`src/rtl/vector_loader.sv`:
```
// Assembles N streamed Q8.8 samples into one vector for a neuron stage, enforcing s_last framing.
// Optional build macro LOADER_CLAMP_EN clamps each sample to +/-CLAMP_MAX before it is stored.
module vector_loader #(
  parameter int unsigned             WIDTH     = 16,
  parameter int unsigned             N         = 4,
  parameter logic signed [WIDTH-1:0] CLAMP_MAX = 16'sd2048
) (
  input  logic                    clk,
  input  logic                    rst_n,
  input  logic                    s_valid,
  output logic                    s_ready,
  input  logic signed [WIDTH-1:0] s_data,
  input  logic                    s_last,
  output logic                    m_valid,
  input  logic                    m_ready,
  output logic signed [WIDTH-1:0] m_vec [0:N-1],
  output logic                    frame_err,
  output logic [7:0]              err_cnt
);

  localparam int unsigned IDX_W = (N > 1) ? $clog2(N) : 1;
  localparam logic [IDX_W-1:0] IDX_LAST = IDX_W'(N - 1);

  typedef enum logic [1:0] {
    FILL = 2'd0,
    HOLD = 2'd1,
    DROP = 2'd2
  } state_e;

  state_e                  state_q, state_d;
  logic [IDX_W-1:0]        idx_q, idx_d;
  logic signed [WIDTH-1:0] vec_q [0:N-1];
  logic signed [WIDTH-1:0] vec_d [0:N-1];
  logic                    s_ready_q, s_ready_d;
  logic                    m_valid_q, m_valid_d;
  logic                    err_q, err_d;
  logic [7:0]              cnt_q, cnt_d;
  logic                    s_beat;
  logic signed [WIDTH-1:0] sample;

  assign s_beat = s_valid && s_ready_q;

`ifdef LOADER_CLAMP_EN
  // Saturate out-of-range samples symmetrically before storage.
  always_comb begin
    sample = s_data;
    if (s_data > CLAMP_MAX) begin
      sample = CLAMP_MAX;
    end else if (s_data < -CLAMP_MAX) begin
      sample = -CLAMP_MAX;
    end
  end
`else
  assign sample = s_data;
  logic unused_clamp;
  assign unused_clamp = ^CLAMP_MAX;
`endif

  // Next-state, element write and framing-error decode.
  always_comb begin
    state_d = state_q;
    idx_d   = idx_q;
    vec_d   = vec_q;
    err_d   = 1'b0;
    cnt_d   = cnt_q;

    case (state_q)
      FILL: begin
        if (s_beat) begin
          vec_d[idx_q] = sample;
          if (idx_q == IDX_LAST) begin
            idx_d = '0;
            if (s_last) begin
              state_d = HOLD;
            end else begin
              err_d   = 1'b1;
              state_d = DROP;
            end
          end else if (s_last) begin
            err_d = 1'b1;
            idx_d = '0;
          end else begin
            idx_d = idx_q + IDX_W'(1);
          end
        end
      end
      HOLD: begin
        if (m_ready) begin
          state_d = FILL;
          idx_d   = '0;
        end
      end
      DROP: begin
        if (s_beat && s_last) begin
          state_d = FILL;
          idx_d   = '0;
        end
      end
      default: begin
        state_d = FILL;
        idx_d   = '0;
      end
    endcase

    if (err_d && (cnt_q != 8'hFF)) begin
      cnt_d = cnt_q + 8'd1;
    end

    s_ready_d = (state_d != HOLD);
    m_valid_d = (state_d == HOLD);
  end

  always_ff @(posedge clk) begin
    if (!rst_n) begin
      state_q   <= FILL;
      idx_q     <= '0;
      s_ready_q <= 1'b1;
      m_valid_q <= 1'b0;
      err_q     <= 1'b0;
      cnt_q     <= 8'd0;
      for (int i = 0; i < N; i++) begin
        vec_q[i] <= '0;
      end
    end else begin
      state_q   <= state_d;
      idx_q     <= idx_d;
      s_ready_q <= s_ready_d;
      m_valid_q <= m_valid_d;
      err_q     <= err_d;
      cnt_q     <= cnt_d;
      for (int i = 0; i < N; i++) begin
        vec_q[i] <= vec_d[i];
      end
    end
  end

  assign s_ready   = s_ready_q;
  assign m_valid   = m_valid_q;
  assign frame_err = err_q;
  assign err_cnt   = cnt_q;
  assign m_vec     = vec_q;

endmodule

```
`config.mk`:
```
export PLATFORM = sky130hd
export DESIGN_NAME = vector_loader
export DESIGN_NICKNAME = d
export VERILOG_FILES = /design/src/rtl/vector_loader.sv
export SDC_FILE = /design/constraint.sdc
export NUM_CORES = 1
export LEC_CHECK = 0
export BUFFER_PORTS_ARGS = -buffer_cell sky130_fd_sc_hd__buf_2
export CAP_MARGIN = 20
export CORE_ASPECT_RATIO = 1.5
export CORE_MARGIN = 1.5
export CORE_UTILIZATION = 50
export DETAILED_ROUTE_END_ITERATION = 8
export GPL_TIMING_DRIVEN = 1
export PLACE_DENSITY = 0.77
export SLEW_MARGIN = 5
export SYNTH_ARGS = -nofsm -noshare
export SYNTH_HDL_FRONTEND = slang
export SYNTH_SLANG_ARGS = --single-unit
```
`constraint.sdc`:
```
create_clock -name clk -period 2.5 [get_ports clk]
set_input_delay 0 -clock clk [delete_from_list [all_inputs] [get_ports clk]]
set_output_delay 0 -clock clk [all_outputs]
set_load 0.05 [all_outputs]
```
# Yosys cells after proc, flatten, opt, wreduce, memory -nomap -nowiden
# Cells that the tools add are included.
# op_classes
add_sub_neg	2
magnitude_cmp	2
n_eq_ne	9
mux	20
bitwise_logic	1
n_reduce_logical	7
# op_table
operator	count
bitwise mux 64 bit	1
demux 16 bit (select 2 bit)	1
two-way mux 2 bit	10
two-way mux 16 bit	1
case mux 2 bit (3 select lines)	2
adder 8 x 1 -> 8 bit, second input constant	1
inequality test 8 bit, second input constant	1
inequality test 2 bit, second input constant	3
two-way mux 1 bit	5
equality test 2 x 1 -> 1 bit, second input constant	2
equality test 2 bit, second input constant	2
logical AND 1 bit	4
greater-or-equal comparator 3 bit, second input constant	1
< comparator 3 x 1 -> 1 bit, second input constant	1
NOT 2 -> 3 bit	1
AND reduction 3 bit	1
adder 2 x 1 -> 2 bit, second input constant	1
logical NOT 2 bit	1
inequality test 2 x 1 -> 1 bit, second input constant	1
AND reduction 2 bit	1
# word_totals
reg_bits	79
in_bits	21
out_inout_bits	75
elab_cells	51

# Depth between registers and ports, before layout
# Gate-level depths: netlist (run 1).
# depth
word_depth	6
ltp_mapped	7
depth_no_buf	5

# Worst setup path before layout (run 1)
# Ideal clock, no wire load.
# synth_path
kind	flip-flop to flip-flop
startpoint	register idx_q[0]
endpoint	register idx_q[1]
setup_time_ps	70
arrival_ps	1676
required_time_ps	2430
slack_ps	754
stages_incl_launch_ff	5
path_buffers	0
synth_period_minus_slack_ps	1746
cell_sequence	dfxtp_1 ha_1 or4_1 or4b_1 a21oi_1
# synth_via
elab_chain_cells	5
elab_cells_between_ends	6
# synth_rtl
item	line	rtl
from (decl)	31	logic [IDX_W-1:0] idx_q, idx_d;
from (signal assigned)	126	idx_q <= idx_d;
adder 2 x 1 -> 2 bit	83	idx_d = idx_q + IDX_W'(1);
two-way mux 2 bit	79	end else if (s_last) begin
two-way mux 2 bit (*)	71	if (idx_q == IDX_LAST) begin
two-way mux 2 bit (*)	69	if (s_beat) begin
case mux 2 bit (3 select lines) (*)	67	case (state_q)
# Mark *: on every way between the ends. The rest lies on a longest branch, timed or not. The select of a mux whose other input is x is not followed.
# A chain may end at the register's enable or synchronous reset.

# Worst setup path in the final report (run 1)
# Same ends and word-level chain as after synthesis.

==> metrics, run 1 <==
status completed; Initial Utilization 0.515; Setup Crit Path Kind flip-flop to flip-flop; gr ovfl total 0; Post-Syn Instances approximately 370; final wirelength 7620 um; crit path cell chain ha_1 -> or4_1 -> or4b_1 -> a21oi_1; CTS tree done; Reg2Reg Depth 4; H-tree lvl count 3; Int Pwr about 1.8 mW; r2r startpoint idx_q[0]$_SDFFE_PN0P_; Initial DRT Pass Iterations 5; critical path's slowest cell or4_1; placed cell count 515; hold path depth 3; diode count 0; total nets after synthesis around 390; final hold violation count 0; row count 34; reg-to-reg endpoint idx_q[1]$_SDFFE_PN0P_; cts repair resizes 0; Die Ht just under 100 um; EDFF count, synth 0; Yosys top cell by area dfxtp_1; Synthesis Warnings 0; Finished Cell Area 3820 um2; top_reg_cell synth dfxtp_1; final worst path period share 0.749; Slew Limit Fails 0; port bufs 95; Worst-path clk slew roughly 0.07 ns; Final ANT Viol Nets 0; CP max FO 6; first-pass GRT wire length 11900 um; fillers 527; final setup violation count 0; TritonCTS buffer count 9; sequential area share after synthesis 0.531; Peak VDD IR approximately 0.33 mV; largest net degree at the start of global routing 74; via count 2794; Slew Limit Headroom 0.515; Die W between 60 and 70 um; ys async rst share 0; clock network power share 0.365; CP max stage delay 0.55 ns; register share of total power 0.524; WHS Endpoint state_q[1]$_SDFF_PN0_; area delta synth->final 28.1%; fin nets 498; Yosys top cell area share 0.531; die area 6440 um2; synthesized flop and latch total 79; Area after DPL 3450 um2; startpoint types flip-flop; Mean Syn Cell Area 8.10 um2; Cell variety after synth 34; max-cap violations 0; Data required, critical path 2.77 ns; RSZ-0062 raised after global routing no; footprint of the multi-input gates 1280 um2; clock buffer depth 2; clk_skew 0.00803 ns; hold_sp s_last; Synth area leaders dfxtp_1 53%, nand2_1 17%, a21oi_1 12%, ha_1 2.1%, and3_1 1.7%; vias per std cell 5.11; io pins 96; flop2flop setup slack 0.63 ns; share of layout cells above drive strength 1 0.242; hold slack 0.0250 ns; f_max 534 MHz; Arrival @ worst endpoint 2.15 ns; net switching power 0.648 mW; number of global-route vias before repair 2460; Sum Neg Setup Slack 0 ns; Skew-Pair Late Insertion Delay 0.35 ns; cts hold-fix bufs 18; Final Instance Count excl. Fillers 547; DRC Markers 0; Static Leakage 1.67 nW; Logic pwr share 0.111; total clock sinks 79; minimum clock period 1.87 ns; area of the core 5790 um2; Power Dens Cells ~650 nW/um2; initial antenna violation count 0; starting DRC count in detailed routing 225; Post-Syn Area 2980 um2; setup bufs post-CTS 0; Net Sw Frac 0.261; worst min-delay path class input pin to flip-flop; Post-synth top cells 137 x nand2_1, 79 x dfxtp_1, 69 x a21oi_1, 11 x clkbuf_1, 9 x buf_2; Worst-Margin Slew 0.727 ns; post-DP HPWL between 5000 and 6000 um; register area 1580 um2; RD Place Congestion just under 0.8; total track usage 0.244; Root Driver clkbuf_8; CP Capture Type flip-flop; most common cell in the netlist nand2_1; WL/cell ~14 um; final core area utilization 0.660
-- state kept, by name, indices dropped and copies added, names as in the netlist --
| name | flops |
|---|---|
| err_cnt | 8 |
| frame_err | 1 |
| idx_q | 2 |
| m_valid | 1 |
| m_vec | 64 |
| s_ready | 1 |
| state_q | 2 |
-- power groups by stage --
stage                     Combinational [mW]  Sequential [mW]  Clock (mW)
after detailed placement               0.252             1.33           0
final                                  0.276             1.30       0.907
after global placement                 0.249             1.33           0
after floorplan                       0.0804             1.43           0
after global routing                   0.294             1.31       0.967
after CTS                              0.276             1.30       0.920
-- worst max-delay path, delay by kind of cell, from the launching register on --
kind            cells  cell delay [ns]
fa+ha+maj           1             0.28
compound gates      1             0.15
simple gates        2             1.02
flops               1             0.35
-- cell families after synthesis --
group / count (synthesis) / share of synthesized area
buf+inv: 25 / 0.0386
flops: 79 / 0.531
fa+ha+maj: 5 / 0.0210
compound gates: 80 / 0.144
mux: 2 / 0.00672
simple gates: 175 / 0.254
xor+xnor: 2 / 0.00588
-- cells in the final DEF (no fill, tap or decap), types with 3 or more instances in the layout --
cell             n
nor2_1           6
ha_1             5
buf_2           95
dlygate4sd3_1   18
nand4_1          4
inv_1            3
and2_1           4
nand2_1        137
nand3_1          4
clkbuf_8        10
dfxtp_1         79
and3_1           8
a21oi_1         69
-- per-layer routing --
layer  part of all wire  GRT usage  vias to the layer above
met1               0.41      0.301                     1265
met3              0.050     0.0579                       17
met5                  0          0                        -
li1                   -          -                     1424
met4              0.026      0.108                        0
met2               0.51      0.396                       88
-- worst max path at each step --
stage	from	endpoint	slack [ns]	cells after the start
after floorplan	idx_q[0]$_SDFFE_PN0P_	idx_q[1]$_SDFFE_PN0P_	0.75	4
after global placement	idx_q[0]$_SDFFE_PN0P_	idx_q[1]$_SDFFE_PN0P_	0.69	4
after detailed placement	idx_q[0]$_SDFFE_PN0P_	idx_q[1]$_SDFFE_PN0P_	0.63	4
final	idx_q[0]$_SDFFE_PN0P_	idx_q[1]$_SDFFE_PN0P_	0.63	4
after CTS	idx_q[0]$_SDFFE_PN0P_	idx_q[1]$_SDFFE_PN0P_	0.62	4
after global routing	state_q[1]$_SDFF_PN0_	m_vec[52]$_SDFFE_PN0P_	0.51	4
-- layout make-up --
type	count	area share
clock inverters	4	0.0125
flip-flops and latches	79	0.414
clock buffers	10	0.0360
well taps	72	0.0236
repair buffers	114	0.174
multi-input cells	264	0.336
inverters	4	0.00393
-- metrics by stage --
stage | total power, mW | worst slack [ns]
floorplan | 1.51 | 0.754
global placement | 1.58 | 0.690
global route | 2.57 | 0.507
finish | 2.48 | 0.628
CTS | 2.50 | 0.620
detailed placement | 1.58 | 0.630
Power figures use the tool's default switching activity.
==> run 2, diff against run 1 <==
CORE_UTILIZATION = 45   (was 50)
PLACE_DENSITY = 0.73   (was 0.77)
clock period = 1.56 ns   (was 2.5 ns; I/O delays follow)
==> run 2 against run 1 <==
Against the previous run:
- the flow now finishes with violations (setup timing)
- routed wire length increased by 0.87%
- sequential power grew 61%
- critical path depth unchanged
- clock power increased by 70%
- worst setup slack lost 0.63 ns
- via count is 2.9% higher
- flip-flop and latch count is the same
- sequential share of layout area fell by 1.9 points
- global-route usage down 3.0 points
- non-clock buffer count up 16
- die area is 11% higher
- utilization decreased by 3.5 points
- critical path type unchanged
- largest cell class unchanged
- largest power group unchanged
==> metrics, run 2 (synthesis gave the netlist of run 1 again) <==
fin nets 514 (was 498); vias per std cell 5.05 (was 5.11); Data required, critical path 1.83 ns (was 2.77 ns); commonest non-fill, non-tap cell in the layout nand2_1 (unchanged); met1 Use GR 0.260 (was 0.301); RD Place Congestion 0.746 (was 0.779); WP depth 4 (unchanged); Top Usage Layer GRT met2 (unchanged); status complete, but fails checks (was completed); Arrival @ worst endpoint 1.84 ns (was 2.15 ns); Worst-Margin Slew 0.341 ns (was 0.727 ns); Initial DRT Pass Iterations 4 (was 5); Root Driver clkbuf_8 (unchanged); footprint of the multi-input gates 1320 um2 (was 1280 um2); port bufs 95 (unchanged); final worst setup slack -0.00331 ns (was 0.628 ns); Place WS -0.120 ns (was 0.630 ns); Slew Limit Headroom 0.773 (was 0.515); Die Ht 103 um (was 97.6 um); violated checks setup timing; H-tree lvl count 3 (unchanged); net switching power 1.07 mW (was 0.648 mW); Final ANT Viol Nets 0 (unchanged); DRC Markers 0 (unchanged); most frequent cells in the layout 137 x nand2_1, 95 x buf_2, 73 x dfxtp_1 (was 137 x nand2_1, 95 x buf_2, 79 x dfxtp_1); hold path depth 4 (was 3); placed cell count 534 (was 515); Net Sw Frac 0.261 (about the same); area delta synth->final 35.0% (was 28.1%); hold slack 0.0126 ns (was 0.0250 ns); initial antenna violation count 0 (unchanged); Die W 69.5 um (was 66.0 um); final wirelength 7690 um (was 7620 um); crit path cell chain ha_4 -> or4_4 -> or4b_1 -> a21oi_1 (was ha_1 -> or4_1 -> or4b_1 -> a21oi_1); clock network power share 0.376 (was 0.365); Area after DPL 3590 um2 (was 3450 um2); minimum clock period 1.56 ns (was 1.87 ns); CP max stage delay 0.47 ns (was 0.55 ns); Logic pwr share 0.114 (was 0.111); Slew Limit Fails 0 (unchanged); final worst path period share 1.00 (was 0.749); Skew-Pair Late Insertion Delay 0.35 ns (about the same); via count 2876 (was 2794); Setup Crit Path Kind flip-flop to flip-flop (unchanged); Peak VDD IR 0.438 mV (was 0.327 mV); number of global-route vias before repair 2506 (was 2460); register share of total power 0.509 (was 0.524); clk_skew 0.00613 ns (was 0.00803 ns); total track usage 0.214 (was 0.244); row count 36 (was 34); r2r startpoint idx_q[1]$_SDFFE_PN0P_ (was idx_q[0]$_SDFFE_PN0P_); RSZ-0062 raised after global routing yes (was no); CP Capture Type flip-flop (unchanged); Int Pwr 3.03 mW (was 1.84 mW); post-DP HPWL 5330 um (was 5210 um); final core area utilization 0.625 (was 0.660); Final Instance Count excl. Fillers 569 (was 547); diode count 0 (unchanged); CP top delay family simple AND/OR/NAND/NOR gates (unchanged); share of layout cells above drive strength 1 0.300 (was 0.242); Initial Utilization 0.463 (was 0.515); fillers 589 (was 527); register area 1590 um2 (was 1580 um2); final hold violation count 0 (unchanged); clock buffer depth 2 (unchanged); max-cap violations 0 (unchanged); WHS Endpoint s_ready$_SDFF_PN1_ (was state_q[1]$_SDFF_PN0_); reg-to-reg endpoint idx_q[1]$_SDFFE_PN0P_ (unchanged); CP max FO 2 (was 6); Static Leakage 1.77 nW (was 1.67 nW); f_max 640 MHz (was 534 MHz); met3 Resource Use GR 0.0616 (was 0.0579); die area 7130 um2 (was 6440 um2); hold_sp m_ready (was s_last); first-pass GRT wire length 12100 um (was 11900 um); max reg flops 64 (unchanged); total clock sinks 79 (unchanged); WL/cell 13.5 um (was 13.9 um); area of the core 6440 um2 (was 5790 um2); Sum Neg Setup Slack -0.00331 ns (was 0 ns); starting DRC count in detailed routing 208 (was 225); Finished Cell Area 4020 um2 (was 3820 um2); largest net degree at the start of global routing 29 (was 74); worst min-delay path class input pin to flip-flop (unchanged); io pins 96 (unchanged); startpoint types flip-flop (unchanged); CTS tree done (unchanged); Worst-path clk slew 0.07 ns (about the same); flop2flop setup slack -0.003 ns (was 0.63 ns); CP bufs+invs 0 (unchanged); Power Dens Cells 1020 nW/um2 (was 651 nW/um2); final setup violation count 1 (was 0); grt met2 use 0.362 (was 0.396); Reg2Reg Depth 4 (unchanged); Pwr Total 4.10 mW (was 2.48 mW); TritonCTS buffer count 9 (unchanged); critical path's slowest cell or4b_1 (was or4_1); gr ovfl total 0 (unchanged)
-- run 2: cell types whose count changed in the layout (fill, tap and decap cells not counted), moves of 3 or more --
cell / before / now
dfxtp_1: 79 / 73
buf_4: 1 / 16
and2_1: 4 / 1
and2_2: 1 / 4
dfxtp_2: 0 / 6
-- run 2: final cells by class --
cell class,count,area share
Sequential cell,79,0.395
Clock buffer,11,0.0376
Tap cell,76,0.0236
Multi-Input combinational cell,264,0.328
Clock inverter,5,0.0140
Timing Repair Buffer,130,0.198
Inverter,4,0.00373
-- run 2: power groups by stage --
| stage | combinational [mW] | sequential [mW] | clock, mW |
|---|---|---|---|
| detailed placement | 0.426 | 2.13 | 0 |
| global placement | 0.420 | 2.13 | 0 |
| floorplan | 0.129 | 2.29 | 0 |
| CTS | 0.463 | 2.09 | 1.58 |
| finish | 0.467 | 2.09 | 1.54 |
| global route | 0.500 | 2.09 | 1.68 |
-- run 2: how the worst max path moves through the flow --
stage                          startpoint                    end  slack (ns)
floorplan           idx_q[1]$_SDFFE_PN0P_  idx_q[1]$_SDFFE_PN0P_       -0.12
global placement    idx_q[1]$_SDFFE_PN0P_  idx_q[1]$_SDFFE_PN0P_       -0.08
detailed placement  idx_q[1]$_SDFFE_PN0P_  idx_q[1]$_SDFFE_PN0P_       -0.12
CTS                 idx_q[1]$_SDFFE_PN0P_  idx_q[1]$_SDFFE_PN0P_       -0.02
global route        idx_q[1]$_SDFFE_PN0P_  idx_q[1]$_SDFFE_PN0P_       -0.05
finish              idx_q[1]$_SDFFE_PN0P_  idx_q[1]$_SDFFE_PN0P_      -0.003
-- run 2: metal layers --
layer	part of all wire	routed length [um]	vias to the layer above
li1	-	-	1465
met3	0.054	413	15
met5	0	0	-
met4	0.018	142	0
met1	0.42	3240	1318
met2	0.51	3900	78
-- run 2: what timing repair did --
action	in CTS	in global routing
setup buffers	0	1
endpoints found under the hold margin	71	0
endpoints found under the setup margin	52	15
resized for setup	7	7
gates cloned	0	0
hold buffers	18	0
pin swaps	2	5
-- run 2: tightest hold or removal path, stage by stage --
cell and delay [ns]:
buf_2 0.07, or2b_2 0.10, nand2_1 0.07, nand3_1 0.08
==> run 3, diff against run 2 <==
ABC_AREA = 1   (was default)
CELL_PAD_IN_SITES_DETAIL_PLACEMENT = 1   (was default)
CELL_PAD_IN_SITES_GLOBAL_PLACEMENT = 1   (was default)
CORE_UTILIZATION = 33   (was 45)
TNS_END_PERCENT = 5   (was default)
==> run 3 against run 2 <==
Against the previous run:
- worst setup slack improved by 0.10 ns
- critical path depth is 2 higher
- total power increased by 21%
- via count grew 12%
- the flow now finishes without violations
- sequential share of layout area fell by 2.2 points
- combinational power increased by 58%
- highest routed layer unchanged
- sequential power increased by 2%
- clock-buffer cell count rose by 1
==> metrics, run 3 <==
DR WL met3 417 um (was 413 um); ys async rst share 0 (unchanged); via count 3209 (was 2876); Root Driver clkbuf_16 (was clkbuf_8); number of global-route vias before repair 3245 (was 2506); initial antenna violation count 0 (unchanged); Synth area leaders dfxtp_1 49%, nand2_1 13%, a21oi_1 11%, nand3_1 11%, buf_12 4.3% (was dfxtp_1 53%, nand2_1 17%, a21oi_1 12%, ha_1 2.1%, and3_1 1.7%); startpoint types flip-flop (unchanged); largest net degree at the start of global routing 73 (was 29); CP dominant cell by count nand2_1; most common cell in the netlist nand2_1 (unchanged); commonest non-fill, non-tap cell in the layout nand2_1 (unchanged); largest family of logic cells by synthesized area simple AND/OR/NAND/NOR gates (unchanged); DR top layer met4 (unchanged); starting DRC count in detailed routing 137 (was 208); WL/cell 15.8 um (was 13.5 um); Setup Crit Path Kind flip-flop to flip-flop (unchanged); max-cap violations 0 (unchanged); gr ovfl total 0 (unchanged); Synthesis Warnings 0 (unchanged); Routed met1 length 4130 um (was 3240 um); Mean Syn Cell Area 7.89 um2 (was 8.10 um2); CP bufs+invs 2 (was 0); Slew Limit Fails 0 (unchanged); CP max stage delay 0.43 ns (was 0.47 ns); total track usage 0.197 (was 0.214); Peak VDD IR 0.714 mV (was 0.438 mV); Data required, critical path 1.82 ns (was 1.83 ns); Skew-Pair Late Insertion Delay 0.34 ns (was 0.35 ns); final core area utilization 0.441 (was 0.625); setup bufs post-CTS 0 (unchanged); CP max FO 10 (was 2); Initial Utilization 0.337 (was 0.463); share of layout cells above drive strength 1 0.256 (was 0.300); synthesized flop and latch total 79 (unchanged); status completed (was complete, but fails checks); CTS tree done (unchanged); clock buffer depth 2 (unchanged); Slew Limit Headroom 0.783 (was 0.773); total nets after synthesis 437 (was 394); first-pass GRT wire length 16200 um (was 12100 um); worst min-delay path class input pin to flip-flop (unchanged); Post-Syn Instances 411 (was 368); row count 44 (was 36); Met2 Routed Length 5240 um (was 3900 um); Yosys top cell area share 0.488 (was 0.531); hold slack 0.0610 ns (was 0.0126 ns); final wirelength 10200 um (was 7690 um); H-tree lvl count 3 (unchanged); Synth Area in XOR/XNOR 0.00270 (was 0.00588); CP top delay family flip-flops (was simple AND/OR/NAND/NOR gates); diode count 0 (unchanged); total clock sinks 79 (unchanged); sequential area share after synthesis 0.488 (was 0.531); Synth Area in Compound Gates 0.122 (was 0.144); post-DP HPWL 6950 um (was 5330 um); Post-Synth Simple-Gate Area 0.274 (was 0.254); Yosys top cell by area dfxtp_1 (unchanged); critical path's slowest cell dfxtp_1 (was or4b_1); mux cell area share after synthesis 0 (was 0.00672); RSZ-0062 raised after global routing no (was yes); RD Place Congestion 0.802 (was 0.746); Static Leakage 1.87 nW (was 1.77 nW); final worst path period share 0.935 (was 1.00); die area 10400 um2 (was 7130 um2); f_max 685 MHz (was 640 MHz); Die Ht 124 um (was 103 um); most frequent cells in the layout 107 x nand2_1, 95 x buf_2, 77 x dfxtp_1 (was 137 x nand2_1, 95 x buf_2, 73 x dfxtp_1); Synth Area in Adders 0.0193 (was 0.0210); Power Dens Cells 1170 nW/um2 (was 1020 nW/um2); DRC Markers 0 (unchanged); Worst-Margin Slew 0.326 ns (was 0.341 ns); Post-synth top cells 108 x nand2_1, 79 x dfxtp_1, 72 x a21oi_1, 72 x nand3_1 (was 137 x nand2_1, 79 x dfxtp_1, 69 x a21oi_1, 11 x clkbuf_1, 9 x buf_2); max reg flops 64 (unchanged); final setup violation count 0 (was 1); Final ANT Viol Nets 0 (unchanged); CP Capture Type flip-flop (unchanged); clk_skew 0.00537 ns (was 0.00613 ns); minimum clock period 1.46 ns (was 1.56 ns); EDFF count, synth 0 (unchanged); TritonCTS buffer count 9 (unchanged); vias per std cell 5.00 (was 5.05); final hold violation count 0 (unchanged); Cell variety after synth 22 (was 34); io pins 96 (unchanged); Worst-path clk slew 0.06 ns (was 0.07 ns); Arrival @ worst endpoint 1.72 ns (was 1.84 ns); area of the core 9630 um2 (was 6440 um2); area delta synth->final 31.0% (was 35.0%); port bufs 95 (unchanged); crit path cell chain inv_1 -> ha_1 -> nand2_1 -> buf_4 -> nand2_1 -> a21oi_1 (was ha_4 -> or4_4 -> or4b_1 -> a21oi_1); Initial DRT Pass Iterations 4 (unchanged); top_reg_cell synth dfxtp_1 (unchanged); Die W 83.9 um (was 69.5 um); fin nets 548 (was 514); Post-Syn Area 3240 um2 (was 2980 um2)
## run 3: layer usage
metal  track usage  vias up
li1              -     1582
met3        0.0451       24
met5             0        -
met1         0.218     1530
met4         0.109        0
met2         0.344       73
## run 3: worst paths after layout
check	startpoint	end	slack, ns	depth (start not counted)
min	s_last	s_ready$_SDFF_PN1_	0.06	4
max reg2reg	idx_q[0]$_SDFFE_PN0P_	m_vec[57]$_SDFFE_PN0P_	0.10	6
min reg2reg	m_vec[59]$_SDFFE_PN0P_	m_vec[59]$_SDFFE_PN0P_	0.46	2
max	idx_q[0]$_SDFFE_PN0P_	m_vec[57]$_SDFFE_PN0P_	0.10	6
## run 3: worst min-delay path, cell delays in order
cell,delay [ns]
buf_2,0.11
nand2_2,0.09
o21bai_1,0.06
nand2_1,0.09
## run 3: area by class of cell
cell class	count	area [um2]
fill	1226	5390
timing repair buffer	126	776
tap	115	144
inverter	18	67.6
clock inverter	4	45.0
clock buffer	12	246
multi-input combinational	288	1390
sequential	79	1580
## run 3: timing repair
item,in CTS,in global routing
hold buffers,17,0
hold endpoints to repair,65,0
setup endpoints to repair,0,9
gates resized for setup,0,7
## run 3: per-stage QoR
stage          cells  area (um2)  worst slack [ns]  TNS [ns]  power [mW]
6_report         642        4250             0.101         0        4.96
5_1_grt          642        4250            0.0144         0        5.15
4_1_cts          642        4220           0.00581         0        5.00
3_5_place_dp     609        3760            0.0348         0        2.88
3_3_place_gp     609        3760             0.100         0        2.87
2_1_floorplan    411        3250           -0.0288     -1.15        2.70
## run 3: where the power goes
part	total, mW	switching [mW]	internal (mW)
logic	0.740	0.531	0.209
clock network	2.08	0.805	1.27
registers	2.14	0.0457	2.09
total	4.96	1.38	3.58
## run 3: logic make-up (layout without fill, tap and decap cells)
kind of cell	Yosys count	count (layout)
AND/OR/NAND/NOR	204	204
flip-flops	79	79
AO/OA/AOI/OAI	78	78
buffers and inverters	44	160
adder cells (fa/ha/maj)	5	5
XOR/XNOR	1	1
